## config.mk

```make
export PLATFORM = sky130hd
export DESIGN_NAME = fetch_decode_unit_flat
export DESIGN_NICKNAME = d
export VERILOG_FILES = /design/src/rtl/fetch_decode_if.sv /design/src/rtl/fetch_decode_unit.sv /design/src/flat_wrapper.sv
export SDC_FILE = /design/constraint.sdc
export NUM_CORES = 1
export LEC_CHECK = 0
export CAP_MARGIN = 30
export CORE_AREA = 2 2 39 41
export CTS_CLUSTER_DIAMETER = 60
export DETAILED_ROUTE_END_ITERATION = 10
export DIE_AREA = 0 0 41 43
export HOLD_SLACK_MARGIN = 0.06
export PLACE_DENSITY = 0.7
export SLEW_MARGIN = 20
export SYNTH_ARGS = -nofsm -noshare
export SYNTH_HDL_FRONTEND = slang
export SYNTH_SLANG_ARGS = --single-unit
```

## constraint.sdc

```tcl
create_clock -name clk -period 3.7 [get_ports clk]
set_input_delay 0.74 -clock clk [delete_from_list [all_inputs] [get_ports clk]]
set_output_delay 0.74 -clock clk [all_outputs]
set_load 0.01 [all_outputs]
```

## src/rtl/fetch_decode_if.sv

```systemverilog
// ----------------------------------------------------------------------------
// fetch_decode_if
// Bundles the fetch/decode front-end outputs that drive the RF/ALU/CY/A
// datapath.
//   PC_Addr  [4:0]  current program counter / ROM address
//   Ins      [5:0]  instruction at PC_Addr
//   RegAddr  [3:0]  register-file address
//   ALUCode  [2:0]  ALU operation select
//   Reg_CE          register-file write enable
//   A_CE            accumulator load enable
//   CY_CE           carry flag load enable
//   nResetCY        active-low carry clear request
// Modports: master (front end, drives everything), slave (datapath, reads).
// ----------------------------------------------------------------------------
interface fetch_decode_if;
    logic [4:0] PC_Addr;
    logic [5:0] Ins;
    logic [3:0] RegAddr;
    logic [2:0] ALUCode;
    logic       Reg_CE;
    logic       A_CE;
    logic       CY_CE;
    logic       nResetCY;

    modport master (
        output PC_Addr, Ins, RegAddr, ALUCode, Reg_CE, A_CE, CY_CE, nResetCY
    );

    modport slave (
        input PC_Addr, Ins, RegAddr, ALUCode, Reg_CE, A_CE, CY_CE, nResetCY
    );
endinterface

```

## src/rtl/fetch_decode_unit.sv

```systemverilog
// ----------------------------------------------------------------------------
// fetch_decode_unit
// Front end of the 8-instruction-class micro-CPU: a 5-bit program counter,
// a 32x6-bit asynchronous-read program ROM and a combinational decoder that
// produces the datapath controls for the current instruction.
// Ports:
//   clk     in   rising-edge system clock
//   Reset   in   asynchronous, active-high reset
//   o_bus   fetch_decode_if.master  (PC_Addr, Ins, RegAddr, ALUCode,
//                                    Reg_CE, A_CE, CY_CE, nResetCY)
// Configuration:
//   FDU_HALT_EN  when defined, HALT (110111) freezes the PC until Reset;
//                when undefined, HALT decodes as a NOP.
// ----------------------------------------------------------------------------
module fetch_decode_unit (
    input  logic          clk,
    input  logic          Reset,
    fetch_decode_if.master o_bus
);

    logic [4:0] r_pc;
    logic [4:0] w_pc_next;
    logic [5:0] w_ins;
    logic [3:0] w_reg_addr;
    logic [2:0] w_alu_code;
    logic       w_reg_ce;
    logic       w_a_ce;
    logic       w_cy_ce;
    logic       w_nreset_cy;
    logic       w_halt;

    // Program counter; natural 5-bit overflow gives the 31 -> 0 wrap.
    always_ff @(posedge clk or posedge Reset) begin
        if (Reset) begin
            r_pc <= 5'd0;
        end else begin
            r_pc <= w_pc_next;
        end
    end

    assign w_pc_next = w_halt ? r_pc : r_pc + 5'd1;

    // Program ROM, asynchronous read.
    always_comb begin
        w_ins = 6'b110000;
        unique case (r_pc)
            5'd0:    w_ins = 6'b110001;  // CLRC
            5'd1:    w_ins = 6'b000001;  // LD  A,R1
            5'd2:    w_ins = 6'b100010;  // ADD A,R2
            5'd3:    w_ins = 6'b010011;  // ST  R3
            default: w_ins = 6'b110000;  // NOP
        endcase
    end

    // Decoder. RegAddr carries the operand field for every class except the
    // ALU A,R0 group, which always addresses R0.
    always_comb begin
        w_reg_addr  = w_ins[3:0];
        w_alu_code  = 3'b000;
        w_reg_ce    = 1'b0;
        w_a_ce      = 1'b0;
        w_cy_ce     = 1'b0;
        w_nreset_cy = 1'b1;
        w_halt      = 1'b0;

        unique case (w_ins[5:4])
            2'b00: begin
                w_a_ce = 1'b1;
            end
            2'b01: begin
                w_reg_ce = 1'b1;
            end
            2'b10: begin
                w_alu_code = 3'b001;
                w_a_ce     = 1'b1;
                w_cy_ce    = 1'b1;
            end
            2'b11: begin
                if (w_ins[3]) begin
                    w_reg_addr = 4'd0;
                    w_alu_code = w_ins[2:0];
                    w_a_ce     = 1'b1;
                    w_cy_ce    = 1'b1;
                end else if (w_ins[3:0] == 4'b0001) begin
                    w_nreset_cy = 1'b0;
                end else if (w_ins[3:0] == 4'b0111) begin
`ifdef FDU_HALT_EN
                    w_halt = 1'b1;
`else
                    w_halt = 1'b0;
`endif
                end
            end
            default: begin
                w_reg_addr = w_ins[3:0];
            end
        endcase

        // Reset masks the enables only; address and ALU code keep decoding.
        if (Reset) begin
            w_reg_ce    = 1'b0;
            w_a_ce      = 1'b0;
            w_cy_ce     = 1'b0;
            w_nreset_cy = 1'b1;
        end
    end

    assign o_bus.PC_Addr  = r_pc;
    assign o_bus.Ins      = w_ins;
    assign o_bus.RegAddr  = w_reg_addr;
    assign o_bus.ALUCode  = w_alu_code;
    assign o_bus.Reg_CE   = w_reg_ce;
    assign o_bus.A_CE     = w_a_ce;
    assign o_bus.CY_CE    = w_cy_ce;
    assign o_bus.nResetCY = w_nreset_cy;

endmodule

```

## src/flat_wrapper.sv

```systemverilog
// flat-port wrapper written by rule: the top's interface ports become plain ports
module fetch_decode_unit_flat 
  (clk, Reset, o_bus_PC_Addr, o_bus_Ins, o_bus_RegAddr, o_bus_ALUCode, o_bus_Reg_CE, o_bus_A_CE, o_bus_CY_CE, o_bus_nResetCY);
  fetch_decode_if o_bus_i ();
  input  logic clk;
  input  logic Reset;
  output wire logic [$bits(o_bus_i.PC_Addr)-1:0] o_bus_PC_Addr;
  output wire logic [$bits(o_bus_i.Ins)-1:0] o_bus_Ins;
  output wire logic [$bits(o_bus_i.RegAddr)-1:0] o_bus_RegAddr;
  output wire logic [$bits(o_bus_i.ALUCode)-1:0] o_bus_ALUCode;
  output wire logic [$bits(o_bus_i.Reg_CE)-1:0] o_bus_Reg_CE;
  output wire logic [$bits(o_bus_i.A_CE)-1:0] o_bus_A_CE;
  output wire logic [$bits(o_bus_i.CY_CE)-1:0] o_bus_CY_CE;
  output wire logic [$bits(o_bus_i.nResetCY)-1:0] o_bus_nResetCY;
  assign o_bus_PC_Addr = o_bus_i.PC_Addr;
  assign o_bus_Ins = o_bus_i.Ins;
  assign o_bus_RegAddr = o_bus_i.RegAddr;
  assign o_bus_ALUCode = o_bus_i.ALUCode;
  assign o_bus_Reg_CE = o_bus_i.Reg_CE;
  assign o_bus_A_CE = o_bus_i.A_CE;
  assign o_bus_CY_CE = o_bus_i.CY_CE;
  assign o_bus_nResetCY = o_bus_i.nResetCY;
  fetch_decode_unit u_core (.clk(clk), .Reset(Reset), .o_bus(o_bus_i));
endmodule
```

=== Yosys cells after proc, flatten, opt, wreduce, memory -nomap -nowiden ===
Index checks and enable logic that the tools add are counted.

* Bits in registers: 5
* Input bits: 2

* Add/sub/neg operators: 1
* Equal/unequal tests: 7
* Multiplexer cells: 16
* Reductions and logical operators: 3

{| class="wikitable"
|+ Operators with widths
! kind !! count
|-
| $pmux 6 s4 || 1
|-
| $eq 5x2->1 const B || 2
|-
| $mux 1 || 9
|-
| $mux 3 || 2
|-
| $pmux 3 s2 || 1
|-
| $add 5x1->5 const B || 1
|-
| $eq 5x1->1 const B || 1
|-
| $logic_not 5->1 || 1
|-
| $eq 2x2->1 const B || 2
|-
| $eq 4x1->1 const B || 1
|-
| $mux 4 || 1
|-
| $pmux 1 s2 || 2
|-
| $eq 2x1->1 const B || 1
|-
| $logic_not 2->1 || 1
|-
| $reduce_or 2->1 || 1
|}

=== Depth between registers and ports, before layout ===
Gate-level depths: netlist (run 1).

* Word-level depth: 7
* Mapped depth: 4
* Gate-level depth less buffers: 4

=== Worst setup path before layout (run 1) ===
OpenSTA, ideal clock, no wires.

* Path type: register -> output
* Start: register u_core.r_pc[0], in the netlist u_core.o_bus.PC_Addr[0]
* End: output port o_bus_RegAddr[0]
* Arrival time: 1287 ps
* Slack: 1673 ps
* Stages on the path, launching flop included: 5
* Cell sequence: dfrtp_1 -> ha_1 -> buf_2 -> o31a_2 -> buf_4

* Word-level cells in the longest chain between the ends: 4

{| class="wikitable"
|+ RTL lines
! element !! RTL line !! text
|-
| from (decl) || fetch_decode_unit.sv:21 || <nowiki>logic [4:0] r_pc;</nowiki>
|-
| from (signal assigned) || fetch_decode_unit.sv:37 || <nowiki>r_pc <= w_pc_next;</nowiki>
|-
| $eq 5x2->1, or another cell as far along || fetch_decode_unit.sv:46 || <nowiki>unique case (r_pc)</nowiki>
|-
| $pmux 6 s4 * || fetch_decode_unit.sv:46 ||
|-
| net o_bus_Ins[0] || flat_wrapper.sv:8 || <nowiki>output wire logic [$bits(o_bus_i.Ins)-1:0] o_bus_Ins;</nowiki>
|-
| $mux 3 || fetch_decode_unit.sv:79 || <nowiki>if (w_ins[3]) begin</nowiki>
|-
| $mux 4 * || fetch_decode_unit.sv:66 || <nowiki>unique case (w_ins[5:4])</nowiki>
|-
| to (decl) || flat_wrapper.sv:9 || <nowiki>output wire logic [$bits(o_bus_i.RegAddr)-1:0] o_bus_RegAddr;</nowiki>
|}

The timed path passes the listed nets; every way through them passes the cells marked *.

=== Worst setup path after layout (run 1) ===
* Start: input port Reset
* End: output port o_bus_A_CE

* Word-level cells in the longest chain between the ends: 1

{| class="wikitable"
|+ RTL lines
! element !! RTL line !! text
|-
| from (decl) || flat_wrapper.sv:6 || <nowiki>input logic Reset;</nowiki>
|-
| $mux 1 || fetch_decode_unit.sv:100 || <nowiki>if (Reset) begin</nowiki>
|-
| to (decl) || flat_wrapper.sv:12 || <nowiki>output wire logic [$bits(o_bus_i.A_CE)-1:0] o_bus_A_CE;</nowiki>
|}

Every way passes these cells.

==> results of run 1 <==
## layout make-up
cell class / instances / area share
Clock buffer: 4 / 0.0463
Tap cell: 16 / 0.0352
Sequential cell: 5 / 0.220
Inverter: 3 / 0.0198
Multi-Input combinational cell: 28 / 0.379
Timing Repair Buffer: 17 / 0.300
## logic make-up after synthesis
family | after synthesis | share of synthesized area
AOI/OAI and AO/OA | 5 | 0.110
xor gates and xnor gates | 3 | 0.0660
adders and majority gates | 4 | 0.126
buffers and inverters | 12 | 0.192
DFF | 5 | 0.314
other | 1 | 0.00942
and+or+nand+nor | 10 | 0.182
## through the flow
stage / cell area [um^2] / hold WS (ps) / total power, mW / util
finish: 568 / 552 / 0.123 / 0.410
global placement: 542 / 549 / 0.0611 / 0.392
detailed placement: 542 / 550 / 0.0611 / 0.392
floorplan: 417 / 532 / 0.0644 / -
CTS: 568 / 555 / 0.126 / 0.410
global route: 568 / 572 / 0.127 / 0.410
## power groups by stage
stage          registers, mW  logic [mW]  clock network, mW
6_report              0.0549     0.00554             0.0629
5_1_grt               0.0549     0.00664             0.0652
4_1_cts               0.0549     0.00545             0.0655
3_5_place_dp          0.0557     0.00545                  0
3_3_place_gp          0.0557     0.00540                  0
2_1_floorplan         0.0557     0.00870                  0
## routing by layer
metal / up-vias / global-route usage
met2: 12 / 0.147
li1: 157 / -
met1: 152 / 0.133
met5: - / 0
met3: 4 / 0.0314
met4: 0 / 0.120
## layout by cell type (no fill, tap or decap)
cell             netlist  layout
o2111a_1               1       1
xor2_1                 1       1
dfrtp_1                5       5
conb_1                 1       6
o211ai_1               2       2
o21a_1                 1       1
nand3_1                2       2
and4b_1                1       1
and4_1                 1       1
nor3_4                 1       1
xnor2_1                2       2
ha_1                   4       4
clkbuf_4               0       3
o31a_2                 1       1
clkbuf_1               0       1
inv_1                  3       3
nand4b_1               1       1
clkdlybuf4s50_1        0      17
and3_2                 1       1
nor2_1                 3       3
## worst max-delay path: cells and delay by family
family	cells	cell delay (ps)
AOI/OAI and AO/OA	1	220
buffers and inverters	3	1150
## path summary, 6_finish.rpt
| kind | from | to | depth (start not counted) |
|---|---|---|---|
| setup / recovery | Reset | o_bus_A_CE | 4 |
| hold / removal | u_core.o_bus.PC_Addr[4] | u_core.o_bus.PC_Addr[4] | 1 |
| setup reg to reg | u_core.o_bus.PC_Addr[1] | u_core.o_bus.PC_Addr[4] | 3 |
| hold reg to reg | u_core.o_bus.PC_Addr[4] | u_core.o_bus.PC_Addr[4] | 1 |
| max in group asynchronous | Reset | u_core.o_bus.PC_Addr[1] | 2 |
| min in group asynchronous | Reset | u_core.o_bus.PC_Addr[2] | 2 |
==> metrics.yaml, run 1 <==
avgSynthCellArea_um2: 9.95
die_x_um: 41
cts_tree: "built"
detail_route.iter0.violations: 0
synth_top_area_frac: 0.314
clk_latency_ps: 240
area.sequential_um2: 125
htreeDepth: 1
postCtsHoldBufs: 0
cts_setup_buffers: 0
status: "complete, no violations"
final.period_utilization: 0.771
ctsLongestPathBuffers: 2
fin_cells: 73
drive_gt1_frac: 0.105
io_pins: 24
synthArstFlopShare: 1.00
syn2layout_area_growth_pct: 42.8
slew_violations: 0
grt_pass1_wl_um: 1280
dp_slack_ps: 849
cts.clk_slew.worst_paths_ps: 40
gp_congestion: 0.660
start_kind: "primary input"
io_buffers: 17
pwr-share-seq: 0.445
power_density_mw_per_mm2: 217
die_y_um: 43
critical_path.cell_chain: "clkdlybuf4s50_1 > inv_1 > o2111a_1 > clkdlybuf4s50_1"
fmax_ghz: 0.350
cpPeakStageDelay_ps: 530
core_area_mm2: 0.00138
switching_share: 0.216
arrival_ps: 2110
grt_max_degree: 10
multiInputGateArea_um2: 215
ys_dominant_reg_cell: "dfrtp_1"
finalNetCount: 64
endpoint_kind: "primary output"
first_pass_iters: 1
critPathKind: "primary input to primary output"
drc: 0
antenna_found_initial: 0
synth_edf_count: 0
cp_common_cell: "clkdlybuf4s50_1"
route.met2.wl_um: 391
start_util: 0.288
power_frac_clock: 0.510
numCtsBuffers: 3
setup_viol: 0
yosys.cell_types.count: 19
cp_max_fo: 7
rsz0062_at_grt: "no"
syn_inst: 40
fin_setup_tns_ps: 0
finalWorstSetupSlack_ps: 847
diodes: 0
grt_pass1_vias: 295
largest_reg_flops: 5
via_per_inst: 4.45
rows: 14
met3_length_um: 46
ys_seq_area_frac: 0.314
power_switching_uw: 26.6
dp.cells: 69
pwr-share-comb: 0.045
wirelength_met1_um: 309
cp.required_ps: 2960
ant_nets: 0
internal_power_uw: 96.8
period_needed_ps: 2850
ys_ff_latch: 5
wl_per_cell_um: 10.7
hold_viol_final: 0
root_buffer: "clkbuf_4"
yosys.cell_count.top_type: "buf_4"
ctsResizeCount: 0
cap_violations: 0
die_area_mm2: 0.00176
vias: 325
hold_path.class: "flop to flop"
peakVddDrop_uv: 92.0
grt.total_usage: 0.113
crit_path_top_delay_cell: "clkdlybuf4s50_1"
dp_hpwl_um: 581
fin_skew_ps: 0.263
yosysTopAreaCell: "dfrtp_1"
highest_layer: "met4"
fillers: 142
r2r_setup_slack_ps: 2540
netlist_area_um2: 398
cts.sinks: 5
ys_warn_count: 0
drt_wl_total_um: 779
overflow: 0
synthTopCellsByCount: "buf_4 (8), dfrtp_1 (5), ha_1 (4)"
power_leakage_nw: 0.249
synth_area_leaders: "dfrtp_1 (31%), buf_4 (15%), ha_1 (13%)"
Power figures use the tool's default switching activity.
==> run 2, diff against run 1 <==
clock period = 2.9 ns   (was 3.7 ns; I/O delays follow)
==> results of run 2 <==
The final DEF is identical to that of run 1. Status: complete, no violations.
Main changes from that run: setup slack after placement 849 ps -> 369 ps; setup slack after layout 847 ps -> 342 ps; start point of the critical path Reset -> u_core.o_bus.PC_Addr[0]; end point of the critical path o_bus_A_CE -> o_bus_CY_CE; register-to-register setup slack 2540 ps -> 1740 ps; total power 0.123 mW -> 0.157 mW; worst IR drop on VDD 92.0 uV -> 117 uV
